File: config.mk
export PLATFORM = sky130hd
export DESIGN_NAME = sync_fifo_param
export DESIGN_NICKNAME = d
export VERILOG_FILES = /design/src/rtl/fifo_pkg.sv /design/src/rtl/fifo_mem.sv /design/src/rtl/sync_fifo_param.sv
export SDC_FILE = /design/constraint.sdc
export NUM_CORES = 1
export LEC_CHECK = 0
export CAP_MARGIN = 20
export CORE_AREA = 2 2 108 110
export CTS_CLUSTER_DIAMETER = 40
export DETAILED_ROUTE_END_ITERATION = 8
export DIE_AREA = 0 0 110 112
export PLACE_DENSITY = 0.8
export SLEW_MARGIN = 20
export SYNTH_ARGS = -nofsm -noshare
export SYNTH_HDL_FRONTEND = slang
export SYNTH_SLANG_ARGS = --single-unit
File: constraint.sdc
create_clock -name clk -period 7.97 [get_ports clk]
set_input_delay 1.9925 -clock clk [delete_from_list [all_inputs] [get_ports clk]]
set_output_delay 1.9925 -clock clk [all_outputs]
set_load 0.02 [all_outputs]
File: src/rtl/fifo_pkg.sv
// Shared definitions for the parametrised synchronous FIFO.
//   calc_addr_w : memory index width derived from DEPTH
//   fifo_err_t  : sticky error flag pair, also used by the subsystem scoreboard
package fifo_pkg;

  function automatic int calc_addr_w(input int depth);
    return (depth > 1) ? $clog2(depth) : 1;
  endfunction

  typedef struct packed {
    logic overflow;
    logic underflow;
  } fifo_err_t;

endpackage

File: src/rtl/fifo_mem.sv
// DATA_W x DEPTH simple dual-port register array.
//   clk       : clock
//   we_i      : write strobe
//   waddr_i   : write index
//   wdata_i   : write data
//   raddr_i   : read index (asynchronous read)
//   rdata_o   : read data
// Contents are deliberately not reset.
module fifo_mem import fifo_pkg::*; #(
  parameter int DATA_W = 8,
  parameter int DEPTH  = 16,
  parameter int ADDR_W = calc_addr_w(DEPTH)
) (
  input  logic              clk,
  input  logic              we_i,
  input  logic [ADDR_W-1:0] waddr_i,
  input  logic [DATA_W-1:0] wdata_i,
  input  logic [ADDR_W-1:0] raddr_i,
  output logic [DATA_W-1:0] rdata_o
);

  logic [DATA_W-1:0] mem_q [DEPTH];

  always_ff @(posedge clk) begin
    if (we_i) mem_q[waddr_i] <= wdata_i;
  end

  assign rdata_o = mem_q[raddr_i];

endmodule

File: src/rtl/sync_fifo_param.sv
// Parametrised single-clock FIFO with occupancy count, programmable
// almost-full/almost-empty flags, sticky overflow/underflow flags and an
// optional first-word-fall-through read path.
//   clk, reset           : clock, synchronous active-high reset
//   write_en, data_in    : push request and data
//   read_en, data_out    : pop request and read data
//   empty, full          : occupancy 0 / DEPTH
//   almost_full/_empty   : count >= AF_THRESH / count <= AE_THRESH
//   count                : occupancy 0..DEPTH
//   clr_err              : clears sticky flags (a same-cycle set wins)
//   overflow, underflow  : sticky error flags
module sync_fifo_param import fifo_pkg::*; #(
  parameter int DATA_W    = 8,
  parameter int DEPTH     = 16,
  parameter int AF_THRESH = DEPTH - 2,
  parameter int AE_THRESH = 2,
  parameter int FWFT      = 0
) (
  input  logic                     clk,
  input  logic                     reset,
  input  logic                     write_en,
  input  logic [DATA_W-1:0]        data_in,
  input  logic                     read_en,
  output logic [DATA_W-1:0]        data_out,
  output logic                     empty,
  output logic                     full,
  output logic                     almost_full,
  output logic                     almost_empty,
  output logic [$clog2(DEPTH):0]   count,
  input  logic                     clr_err,
  output logic                     overflow,
  output logic                     underflow
);

  localparam int ADDR_W = calc_addr_w(DEPTH);
  localparam int PTR_W  = ADDR_W + 1;
  localparam logic [PTR_W-1:0] AF_T  = PTR_W'(AF_THRESH);
  localparam logic [PTR_W-1:0] AE_T  = PTR_W'(AE_THRESH);
  localparam logic [PTR_W-1:0] MAX_T = PTR_W'(DEPTH);

  if ((DEPTH < 2) || ((DEPTH & (DEPTH - 1)) != 0)) begin : g_bad_depth
    $fatal(1, "sync_fifo_param: DEPTH must be a power of two >= 2");
  end
  if ((AF_THRESH < 0) || (AF_THRESH > DEPTH)) begin : g_bad_af
    $fatal(1, "sync_fifo_param: AF_THRESH must be within 0..DEPTH");
  end
  if ((AE_THRESH < 0) || (AE_THRESH >= DEPTH)) begin : g_bad_ae
    $fatal(1, "sync_fifo_param: AE_THRESH must be below DEPTH");
  end

  logic [PTR_W-1:0]  wr_ptr_q, wr_ptr_d;
  logic [PTR_W-1:0]  rd_ptr_q, rd_ptr_d;
  fifo_err_t         err_q, err_d;
  logic [DATA_W-1:0] mem_rdata;
  logic              wr_acc, rd_acc;

  // Pointers carry one extra wrap bit so full and empty are distinguishable.
  assign empty = (rd_ptr_q == wr_ptr_q);
  assign full  = (wr_ptr_q[ADDR_W] != rd_ptr_q[ADDR_W]) &&
                 (wr_ptr_q[ADDR_W-1:0] == rd_ptr_q[ADDR_W-1:0]);
  assign count = wr_ptr_q - rd_ptr_q;

  assign almost_full  = (count >= AF_T);
  assign almost_empty = (count <= AE_T);
  assign overflow     = err_q.overflow;
  assign underflow    = err_q.underflow;

  // Acceptance uses pre-edge state only: no bypass through a same-cycle pop/push.
  assign wr_acc = write_en && !full;
  assign rd_acc = read_en && !empty;

  always_comb begin
    wr_ptr_d = wr_acc ? wr_ptr_q + PTR_W'(1) : wr_ptr_q;
    rd_ptr_d = rd_acc ? rd_ptr_q + PTR_W'(1) : rd_ptr_q;
    err_d    = err_q;
    if (clr_err)           err_d = '0;
    if (write_en && full)  err_d.overflow  = 1'b1;
    if (read_en && empty)  err_d.underflow = 1'b1;
  end

  always_ff @(posedge clk) begin
    if (reset) begin
      wr_ptr_q <= '0;
      rd_ptr_q <= '0;
      err_q    <= '0;
    end else begin
      wr_ptr_q <= wr_ptr_d;
      rd_ptr_q <= rd_ptr_d;
      err_q    <= err_d;
    end
  end

  fifo_mem #(
    .DATA_W (DATA_W),
    .DEPTH  (DEPTH),
    .ADDR_W (ADDR_W)
  ) u_mem (
    .clk     (clk),
    .we_i    (wr_acc),
    .waddr_i (wr_ptr_q[ADDR_W-1:0]),
    .wdata_i (data_in),
    .raddr_i (rd_ptr_q[ADDR_W-1:0]),
    .rdata_o (mem_rdata)
  );

  if (FWFT != 0) begin : g_fwft
    // Head word shown directly; zero while empty so stale memory never leaks.
    assign data_out = empty ? '0 : mem_rdata;
  end else begin : g_reg
    logic [DATA_W-1:0] rd_data_q;

    always_ff @(posedge clk) begin
      if (reset)       rd_data_q <= '0;
      else if (rd_acc) rd_data_q <= mem_rdata;
    end

    assign data_out = rd_data_q;
  end

  a_count_max: assert property (@(posedge clk) disable iff (reset) count <= MAX_T);
  a_full_empty: assert property (@(posedge clk) disable iff (reset) !(full && empty));
  a_wr_inc: assert property (@(posedge clk) disable iff (reset)
    wr_acc |=> (wr_ptr_q == $past(wr_ptr_q) + PTR_W'(1)));
  a_rd_inc: assert property (@(posedge clk) disable iff (reset)
    rd_acc |=> (rd_ptr_q == $past(rd_ptr_q) + PTR_W'(1)));
  a_wr_stable: assert property (@(posedge clk) disable iff (reset) !wr_acc |=> $stable(wr_ptr_q));
  a_rd_stable: assert property (@(posedge clk) disable iff (reset) !rd_acc |=> $stable(rd_ptr_q));

  c_full:     cover property (@(posedge clk) disable iff (reset) full);
  c_empty:    cover property (@(posedge clk) disable iff (reset) empty);
  c_rw_full:  cover property (@(posedge clk) disable iff (reset) write_en && read_en && full);
  c_rw_empty: cover property (@(posedge clk) disable iff (reset) write_en && read_en && empty);
  c_rw_mid:   cover property (@(posedge clk) disable iff (reset) wr_acc && rd_acc);
  c_ovf:      cover property (@(posedge clk) disable iff (reset) write_en && full);
  c_unf:      cover property (@(posedge clk) disable iff (reset) read_en && empty);
  c_wr_wrap:  cover property (@(posedge clk) disable iff (reset) wr_acc && (wr_ptr_q == '1));
  c_rd_wrap:  cover property (@(posedge clk) disable iff (reset) rd_acc && (rd_ptr_q == '1));

endmodule
Word level (Yosys, flattened, before mapping)
Memories as Yosys holds them, arrays and structs flattened. A register that Yosys moved wholly into a read port is not among the register bits.
Cells that the tools add are included.
{"block": "op_classes", "n_mux": 5, "n_reduce_logical": 9, "order_cmp": 2, "add_sub_neg": 3, "eq_ne": 3}
{"op": "$add A5 B1 Y5 const B", "count": 2}
{"op": "$eq A5 B5 Y1", "count": 1}
{"op": "$ge A5 B4 Y1 const B", "count": 1}
{"op": "$le A5 B2 Y1 const B", "count": 1}
{"op": "$logic_and A1 B1 Y1", "count": 5}
{"op": "$sub A5 B5 Y5", "count": 1}
{"op": "$eq A4 B4 Y1", "count": 1}
{"op": "$mux W1", "count": 4}
{"op": "$reduce_bool A2 Y1", "count": 2}
{"op": "$logic_not A1 Y1", "count": 2}
{"op": "$mux W2", "count": 1}
{"op": "$ne A1 B1 Y1", "count": 1}
{"block": "totals", "mem_count": 1, "register_bits": 12, "ram_bits": 128, "elab_cells": 27, "out_inout_bits": 19}
{"memory": "u_mem.mem_q", "depth": 16, "word_bits": 8, "rd": 1, "rd_clocked_by_memory_dff": 1, "write_ports": 1, "line_no": "fifo_mem.sv:22", "rtl": "logic [DATA_W-1:0] mem_q [DEPTH];"}

Longest topological paths before layout
Gate-level depths: netlist (run 1).
{"block": "depth", "depth_word": 6, "ltp_mapped": 9}

By module
A second synthesis (run 1) with hierarchy kept.
{"block": "hier_totals", "cells_unflattened": 328, "hier_area_um2": 5983.2}
{"module": "fifo_mem", "cells_per_inst": 221, "seq_area_each_um2": 3843.7, "area_each_um2": 4987.3, "n_inst": 1}
{"module": "sync_fifo_param", "cells_per_inst": 107, "seq_area_each_um2": 400.4, "area_each_um2": 996.0, "n_inst": 1}

Worst setup path before layout (run 1)
Ideal clock, no wire load.
{"block": "synth_timing", "kind": "reg-to-output", "from": "register rd_ptr_q[1]", "to": "output port almost_empty", "stages_incl_launch_ff": 9, "setup_slack_ns": 3.496, "arrival_time_ns": 2.481, "path_buffers": 2, "cell_sequence": "dfxtp_1 -> buf_4 -> buf_4 -> inv_1 -> fa_1 -> a21o_1 -> a21oi_1 -> xnor2_1 -> a211oi_1"}
{"block": "synth_via", "elab_chain_len": 2}
{"element": "start, declared", "line_no": "sync_fifo_param.sv:52", "rtl": "logic [PTR_W-1:0] rd_ptr_q, rd_ptr_d;"}
{"element": "start signal, assigned", "line_no": "sync_fifo_param.sv:88", "rtl": "rd_ptr_q <= rd_ptr_d;"}
{"element": "$sub A5 B5 Y5", "line_no": "sync_fifo_param.sv:61", "rtl": "assign count = wr_ptr_q - rd_ptr_q;"}
{"element": "via count[4]", "line_no": "sync_fifo_param.sv:29", "rtl": "output logic [$clog2(DEPTH):0] count,"}
{"element": "$le A5 B2 Y1", "line_no": "sync_fifo_param.sv:64", "rtl": "assign almost_empty = (count <= AE_T);"}
{"element": "end, declared", "line_no": "sync_fifo_param.sv:28", "rtl": "output logic almost_empty,"}
The timed path passes the listed nets, and every way through them passes these cells.

Final worst setup path (run 1)
{"block": "layout_timing", "from": "register rd_ptr_q[1]", "to": "output port almost_empty"}
{"block": "layout_via", "elab_chain_len": 2}
{"element": "$sub A5 B5 Y5", "line_no": "sync_fifo_param.sv:61"}
{"element": "$le A5 B2 Y1", "line_no": "sync_fifo_param.sv:64"}
Every way passes these cells.

==> impl_metrics.ini, run 1 <==
[logic_synthesis]
syn_nets = 404
synth_compound_area_share_pct = 6.85
yosysMostFrequentCell = edfxtp_1
synth_common_cells = edfxtp_1 (128), mux2i_1 (50), nor2_1 (33)
syn_inst = 381
synth_ff_type = edfxtp_1
synth_top_family_by_area = multiplexers
synthTopCellsByArea = edfxtp_1 (64%), mux2i_1 (8.3%), dfxtp_1 (6.7%)
ys_ff_latch = 148
synth.distinct_cells = 41
synth-simple-area-share_pct = 5.43
yosys.area_share.adder_pct = 2.21
synth.top_cell.area_share_pct = 63.9
avgSynthCellArea_um2 = 15.8
synthMuxAreaShare_pct = 11.3
yosys_warnings = 0
synthXorXnorAreaFrac_pct = 1.56
synth.cell_area_um2 = 6010
yosys.area.top_type = edfxtp_1
synth_edf_count = 128
ys_seq_area_share_pct = 70.6
async_flop_share_pct = 0

[sta]
timing.final.crit_share_pct = 69.0
rsz0062_at_grt = false
fin_worst_skew_ns = 0.00698
max_freq_mhz = 182
setup-tns-final_ns = 0
worst_pin_slew_ns = 0.963
finalCriticalPeriod_ns = 5.50
drv_slew = 0
slew_headroom_pct = 35.8
hold_violations = 0
setup_viol = 0

[hold_path]
min_to = data_out[0]
worstHoldPathType = flop to flop
hp-start = data_out[0]
min_path_cells = 2

[final_layout]
multi_input_area_um2 = 1670
stdcell_count = 570
fin_area_um2 = 7060
diodes = 0
fin_nets = 437
syn2layout_area_growth_pct = 17.4
final_layout_size_suffix_gt1_share_pct = 11.7
nFillCells = 772
regArea_um2 = 4250

[die]
die_h_um = 112
placeableCoreArea_um2 = 11200
start_util_pct = 53.8
die_w_um = 110
rows = 39
pin_count = 32
die_area_um2 = 12300

[routing]
drc_errors = 0
ant_nets = 0
wire_per_inst_um = 20.9
vias = 3338
routed_wl_um = 11900
dr.pass1.iters = 5
drtIter0Drc = 378
avgViaCountPerCell = 5.86

[global_route]
grt_first_pass_wirelength_um = 18600
grt_max_degree = 33
grt.overflow.total = 0
grt_pass1_vias = 3374
grt_usage_pct = 21.2
antenna_found_initial = 0

[critical_path]
r2r_slack_ns = 4.59
r2r-end = u_mem.mem_q[10][1]
arrival_ns = 3.50
worstRegToRegCells = 6
cp-end-kind = output pin
path_max_fanout = 32
worstPathRequired_ns = 5.98
worst-setup-path-type = flop to output pin
r2r-start = rd_ptr_q[1]
cp-start-kind = flop

[clock_tree]
cts_resized = 0
clk_latency_ns = 0.42
clk_path_buf_depth = 2
postCtsHoldBufs = 0
cts_buffers = 17
post-cts-setup-buffers = 0
htreeDepth = 4
clock-root-buffer = clkbuf_16
cts_tree = yes
numClockSinks = 148
clk_pin_slew_worst_paths_ns = 0.06

[placed_design]
port_buffers = 31
dpl_cell_area_um2 = 6440
place_inst = 538
dp_hpwl_um = 7750
place_congestion = 0.799

[power_and_ir_drop]
p_per_area_nw_per_um2 = 283
p_leak_nw = 2.24
power_mw = 2.00
ir_worst_vdd_mv = 0.157

[flow_run]
maxCapViolCount = 0

[run_status]
outcome = completed
-- logic make-up (layout without fill, tap and decap cells) --
logic type      after synthesis  after routing
compound gates               60             60
xor+xnor                      9              9
fa+ha+maj                    10             10
buf+inv                      27             73
flops                       148            148
mux                          58             58
simple gates                 69             69
-- routing by layer --
metal  vias up  GRT usage, %  wire, um
met5         -             0         0
met4         0          8.10       241
met3        24          5.97       549
met2       107          33.3      6090
met1      1656          28.2      5020
li1       1551             -         -
-- layout by cell type, fill, tap and decap left out, types with 5 or more instances in the layout --
cell / count
a21oi_1: 5
nand2_1: 5
nor3_1: 8
ha_1: 9
clkbuf_16: 17
edfxtp_1: 128
mux4_2: 8
a211oi_1: 9
nor2_1: 33
a221oi_1: 8
o21ai_0: 11
clkdlybuf4s50_1: 31
o22ai_1: 16
inv_1: 8
mux2i_1: 50
clkinv_2: 5
dfxtp_1: 19
-- power breakdown --
group          total (mW)  internal [mW]  switching (mW)  leakage (nW)
Clock               0.822          0.522           0.300         0.303
Combinational       0.290          0.125           0.164         0.619
Sequential          0.885          0.864          0.0214          1.32
Total                2.00           1.51           0.486          2.24
-- critical path, cell delays in order (launching register included) --
cell and delay [ns]:
dfxtp_2 0.95, inv_1 0.22, ha_1 0.36, nor2b_1 0.14, o21a_1 0.17, or3_1 0.34, a211oi_1 0.25, clkdlybuf4s50_1 0.64
-- state kept, by name, indices dropped and copies added (netlist names) --
name and count:
underflow 1, u_mem.mem_q 128, wr_ptr_q 5, data_out 8, rd_ptr_q 5, overflow 1
-- stage by stage --
| step | hold WS, ns | worst slack, ns | util [%] |
|---|---|---|---|
| 3_3_place_gp | 0.505 | 2.98 | 57.5 |
| 3_5_place_dp | 0.507 | 2.92 | 57.7 |
| 5_1_grt | 0.557 | 2.25 | 63.2 |
| 6_report | 0.524 | 2.47 | 63.2 |
| 4_1_cts | 0.525 | 2.46 | 63.2 |
| 2_1_floorplan | 0.535 | 3.50 | - |
-- worst max-delay path by stage --
stage,start,end,slack [ns],cells after the start
global route,rd_ptr_q[1],almost_empty,2.25,7
floorplan,rd_ptr_q[1],almost_empty,3.50,8
finish,rd_ptr_q[1],almost_empty,2.47,7
CTS,rd_ptr_q[1],almost_empty,2.46,7
detailed placement,rd_ptr_q[1],almost_empty,2.92,7
global placement,rd_ptr_q[1],almost_empty,2.98,7
-- area by class of cell --
type | count | area share (%)
well taps | 143 | 2.53
inverters | 8 | 0.425
flip-flops and latches | 148 | 60.1
clock buffers | 18 | 6.08
repair buffers | 33 | 4.61
clock inverters | 14 | 2.62
multi-input cells | 206 | 23.6
(Power assumes the default switching activity.)
==> inputs of run 2 (changes only) <==
--- a/config.mk
+++ b/config.mk
@@ -6,11 +6,11 @@
 export NUM_CORES = 1
 export LEC_CHECK = 0
 export CAP_MARGIN = 20
-export CORE_AREA = 2 2 108 110
+export CORE_AREA = 2 2 110 112
 export CTS_CLUSTER_DIAMETER = 40
 export DETAILED_ROUTE_END_ITERATION = 8
-export DIE_AREA = 0 0 110 112
-export PLACE_DENSITY = 0.8
+export DIE_AREA = 0 0 112 114
+export PLACE_DENSITY = 0.81
 export SLEW_MARGIN = 20
 export SYNTH_ARGS = -nofsm -noshare
 export SYNTH_HDL_FRONTEND = slang
==> constraint.sdc (replaced) <==
create_clock -name clk -period 4.4 [get_ports clk]
set_input_delay 1.1 -clock clk [delete_from_list [all_inputs] [get_ports clk]]
set_output_delay 1.1 -clock clk [all_outputs]
set_load 0.02 [all_outputs]
==> run 2 against run 1 <==
  * Non-clock buffer count up 6
  * Register-to-register slack worse by 2.9 ns
  * Utilization decreased by 2.8 points
  * Largest cell class unchanged
  * Highest routed layer unchanged
==> impl_metrics.ini, run 2 (same netlist as run 1, synthesis figures left out) <==
[clock_tree]
cts_resized = 0
clk_latency_ns = 0.42
clk_pin_slew_worst_paths_ns = 0.06
post-cts-setup-buffers = 0
clock-root-buffer = clkbuf_16
htreeDepth = 4
postCtsHoldBufs = 0
cts_tree = yes
cts_buffers = 17
numClockSinks = 148
clk_path_buf_depth = 2

[critical_path]
arrival_ns = 2.85
cp-start-kind = flop
cp_num_buf_inv = 3
worstPathRequired_ns = 3.30
crit_family = buffers and inverters
crit_chain = inv_1, ha_1, inv_1, fa_1, a21o_1, a21oi_1, xnor2_1, a211oi_1, clkdlybuf4s50_1
r2r_slack_ns = 1.66
worst-setup-path-type = flop to output pin
r2r-start = wr_ptr_q[2]
r2r-end = u_mem.mem_q[6][2]
cp-end-kind = output pin
worstRegToRegCells = 5
crit_slowest_cell = clkdlybuf4s50_1
critical_path.most_common_cell = inv_1
path_max_fanout = 5
max_stage_delay_ns = 0.64

[final_layout]
largest_register_ffs = 128
fin_nets = 443
layout_commonest_cell = edfxtp_1
top_register = u_mem.mem_q
diodes = 0
mostFrequentLayoutCells = edfxtp_1 (128), mux2i_1 (50), nor2_1 (33)
final_layout_size_suffix_gt1_share_pct = 12.2
syn2layout_area_growth_pct = 17.5

[sta]
fin_worst_skew_ns = 0.00589
setup-tns-final_ns = 0
timing.final.crit_share_pct = 89.7
setup_ws_ns = 0.454
finalCriticalPeriod_ns = 3.95
hold_violations = 0
drv_slew = 0
worst_pin_slew_ns = 0.850
slew_headroom_pct = 43.2
rsz0062_at_grt = false
max_freq_mhz = 253
setup_viol = 0
worst_hold_slack_ns = 0.522

[routing]
wire_per_inst_um = 21.6
drtIter0Drc = 379
drc_errors = 0
wl_met2_um = 6190
m1WireLength_um = 5150
routed_wl_um = 12500
ant_nets = 0
highest_layer = met4
route.met3.wl_um = 778
dr.pass1.iters = 5
avgViaCountPerCell = 6.06
vias = 3517

[power_and_ir_drop]
p_leak_nw = 2.23
ir_worst_vdd_mv = 0.239
p_per_area_nw_per_um2 = 505

[hold_path]
min_path_cells = 2
worstHoldPathType = flop to flop
hp-start = data_out[7]
min_to = data_out[7]

[placed_design]
port_buffers = 31
place_worst_setup_slack_ns = 0.875
dp_hpwl_um = 7930
place_congestion = 0.845

[global_route]
grt_first_pass_wirelength_um = 19700
grt_max_degree = 32
grt_pass1_vias = 3556
antenna_found_initial = 0
grt.overflow.total = 0
grt_usage_pct = 20.8

[die]
die_h_um = 114
start_util_pct = 51.3
pin_count = 32
rows = 40
die_w_um = 112
placeableCoreArea_um2 = 11700
die_area_um2 = 12800

[flow_run]
maxCapViolCount = 0

[run_status]
outcome = completed
==> run 2: report_power, final <==
group	switching (mW)	internal, mW	total, mW
clock	0.570	0.854	1.42
sequential	0.0208	1.56	1.59
combinational	0.326	0.231	0.557
total	0.916	2.65	3.57
==> run 2: area by class of cell <==
| cell class | count | area [um2] |
|---|---|---|
| multi-input combinational | 206 | 1650 |
| fill | 823 | 4650 |
| timing repair buffer | 39 | 370 |
| inverter | 8 | 30.0 |
| sequential | 148 | 4250 |
| tap | 147 | 184 |
| clock buffer | 18 | 439 |
| clock inverter | 14 | 151 |
==> run 2: worst max path at each step <==
stage                   end   startpoint  cells after the start  slack [ns]
3_5_place_dp   almost_empty  wr_ptr_q[0]                      9        0.88
2_1_floorplan  almost_empty  rd_ptr_q[1]                      8        0.82
3_3_place_gp   almost_empty  wr_ptr_q[0]                      9        0.95
4_1_cts        almost_empty  wr_ptr_q[0]                      9        0.44
5_1_grt        almost_empty  wr_ptr_q[0]                      9        0.28
6_report       almost_empty  wr_ptr_q[0]                      9        0.45
==> run 2: worst reg2reg max path, cell delays in order (launching register included) <==
cell and delay, ns:
dfxtp_1 0.51, ha_1 0.35, nand4_1 0.37, o21a_1 0.29, nand2_1 0.19, nor2_1 0.66
==> run 2: routing by layer <==
metal | GRT usage [%] | vias to the layer above
li1 | - | 1560
met1 | 27.2 | 1770
met5 | 0 | -
met2 | 33.1 | 155
met4 | 9.43 | 0
met3 | 5.37 | 32
==> run 2: stage by stage <==
| stage | power (mW) | std cells | util (%) | cell area [um2] |
|---|---|---|---|---|
| after floorplan | 1.95 | 381 | - | 6010 |
| after global placement | 2.14 | 548 | 55.3 | 6470 |
| after detailed placement | 2.16 | 548 | 55.3 | 6470 |
| after CTS | 3.57 | 580 | 60.3 | 7070 |
| after global routing | 3.67 | 580 | 60.3 | 7070 |
| final | 3.57 | 580 | 60.3 | 7070 |
==> variant, RTL diff (settings of run 1) <==
`DATA_W` is set to 8 in 2 places; all go to 6.
--- a/src/rtl/fifo_mem.sv
+++ b/src/rtl/fifo_mem.sv
@@ -7,7 +7,7 @@
 //   rdata_o   : read data
 // Contents are deliberately not reset.
 module fifo_mem import fifo_pkg::*; #(
-  parameter int DATA_W = 8,
+  parameter int DATA_W = 6,
   parameter int DEPTH  = 16,
   parameter int ADDR_W = calc_addr_w(DEPTH)
 ) (
--- a/src/rtl/sync_fifo_param.sv
+++ b/src/rtl/sync_fifo_param.sv
@@ -10,7 +10,7 @@
 //   clr_err              : clears sticky flags (a same-cycle set wins)
 //   overflow, underflow  : sticky error flags
 module sync_fifo_param import fifo_pkg::*; #(
-  parameter int DATA_W    = 8,
+  parameter int DATA_W    = 6,
   parameter int DEPTH     = 16,
   parameter int AF_THRESH = DEPTH - 2,
   parameter int AE_THRESH = 2,
Interface: changed (resized data_in and data_out); port bits go from 32 to 28. No check against the original RTL was run, so the function may have changed too.
==> variant against run 1 <==
- sequential cell count shrank 34
- largest cell class unchanged
- via count shrank 20%
- critical path depth is the same
- power shrank 17%
- area after synthesis shrank 21%
- final area shrank 19%
- clock skew grew 0.0016 ns
- wire length shrank 20%
- fmax grew 0.13%
- largest power group is now clock
- worst setup slack gained 0.0069 ns
- critical endpoint unchanged
- hold slack lost 0.021 ns
==> variant: results (changes against run 1) <==
Status
  – Outcome: complete, no violations

Synthesis
  – Top cells by count, synth: edfxtp_1 (96), nor2_1 (29), dfxtp_1 (18), a211oi_1 (13), mux2i_1 (13)
  – Synth top area cells: edfxtp_1 (60%), dfxtp_1 (7.6%), mux4_1 (5.0%)
  – Post-synthesis sequential area ratio: 68.0% (-2.6 points)
  – Post-synth EDFFs: 96 (-25%)
  – Mapped Cells: 292 (-23%)
  – Yosys cell types: 42 (+2.4%)

Critical path
  – Register-to-register setup slack: 4.48 ns (-0.11 ns)
  – Worst Path Max Fanout: 34 (+6.3%)
  – CP peak stage delay: 0.97 ns (+0.02 ns)
  – RR Endpoint: u_mem.mem_q[1][5]

Route
  – Met2 Routed Length: 4690 µm (-23%)
  – DR vias/cell: 5.55 (-5.2%)
  – Metal3 WL: 609 µm (+11%)
  – M1 wire length: 4060 µm (-19%)

Placement
  – Dpl cells: 447 (-17%)
  – Area after DPL: 5130 µm² (-20%)
  – Setup WS pre-CTS: 2.86 ns (-0.0568 ns)
  – IO Port Bufs: 27 (-13%)

Power
  – Leak: 1.86 nW (-17%)

Global route
  – Vias in the first global route: 2646 (-22%)
  – Global-route wire length before repair: 14400 µm (-23%)
  – GRT Util Overall: 16.3% (-4.9 points)
  – M2 GR Usage: 26.1% (-7.2 points)
  – Met3 GRT Util: 4.45% (-1.5 points)
  – Pin count of the biggest net entering global routing: 35 (+6.1%)

Timing
  – WHS: 0.503 ns (-0.0210 ns)
  – F_max: 182 MHz (+0.13%)
  – Clock skew: 0.00857 ns (+0.00159 ns)
  – Pin slew with the least headroom to its limit: 0.990 ns (+0.0276 ns)

Clock tree
  – Clock Sinks: 114 (-23%)
  – Clock latency on the worst-skew pair: 0.40 ns (-0.02 ns)

Final layout
  – Data buffer area share: 4.72% (+0.11 points)
  – Seq. cell area: 3240 µm² (-24%)
  – Final nets: 344 (-21%)
  – Comb_multi_in: 156 (-24%)
  – Inverter count: 7 (-1)
  – Multi-input combinational area share: 24.7% (+1.1 points)
  – Repair and plain buffers: 27 (-18%)
  – Fin cells: 479 (-16%)
  – Clock-cell share of area: 10.4% (+1.7 points)
==> variant: cell types whose count changed after synthesis, sizes merged, moves of 4 or more <==
cell / before / now
mux2i: 50 / 13
a211oi: 9 / 13
nor2: 33 / 29
o22ai: 16 / 6
mux2: 0 / 6
nor3: 12 / 4
a221oi: 8 / 0
o21ai: 13 / 4
edfxtp: 128 / 96
mux4: 8 / 18
nand2: 5 / 12
==> variant: power by group <==
| group | switching (W) | total [W] | internal (W) | leakage (nW) |
|---|---|---|---|---|
| clock network | 0.000248 | 0.000740 | 0.000492 | 0.275 |
| registers | 0.0000272 | 0.000692 | 0.000665 | 1.01 |
| logic | 0.000116 | 0.000228 | 0.000112 | 0.571 |
==> variant: kinds of logic (layout without fill, tap and decap cells) <==
group           Yosys count  count (layout)  synth area share, %
flops                   114             114                 68.0
buf+inv                  22              66                 2.39
fa+ha+maj                10              10                 2.78
xor+xnor                 10              10                 2.15
compound gates           39              39                 5.72
simple gates             60              60                 5.66
mux                      37              37                 13.3
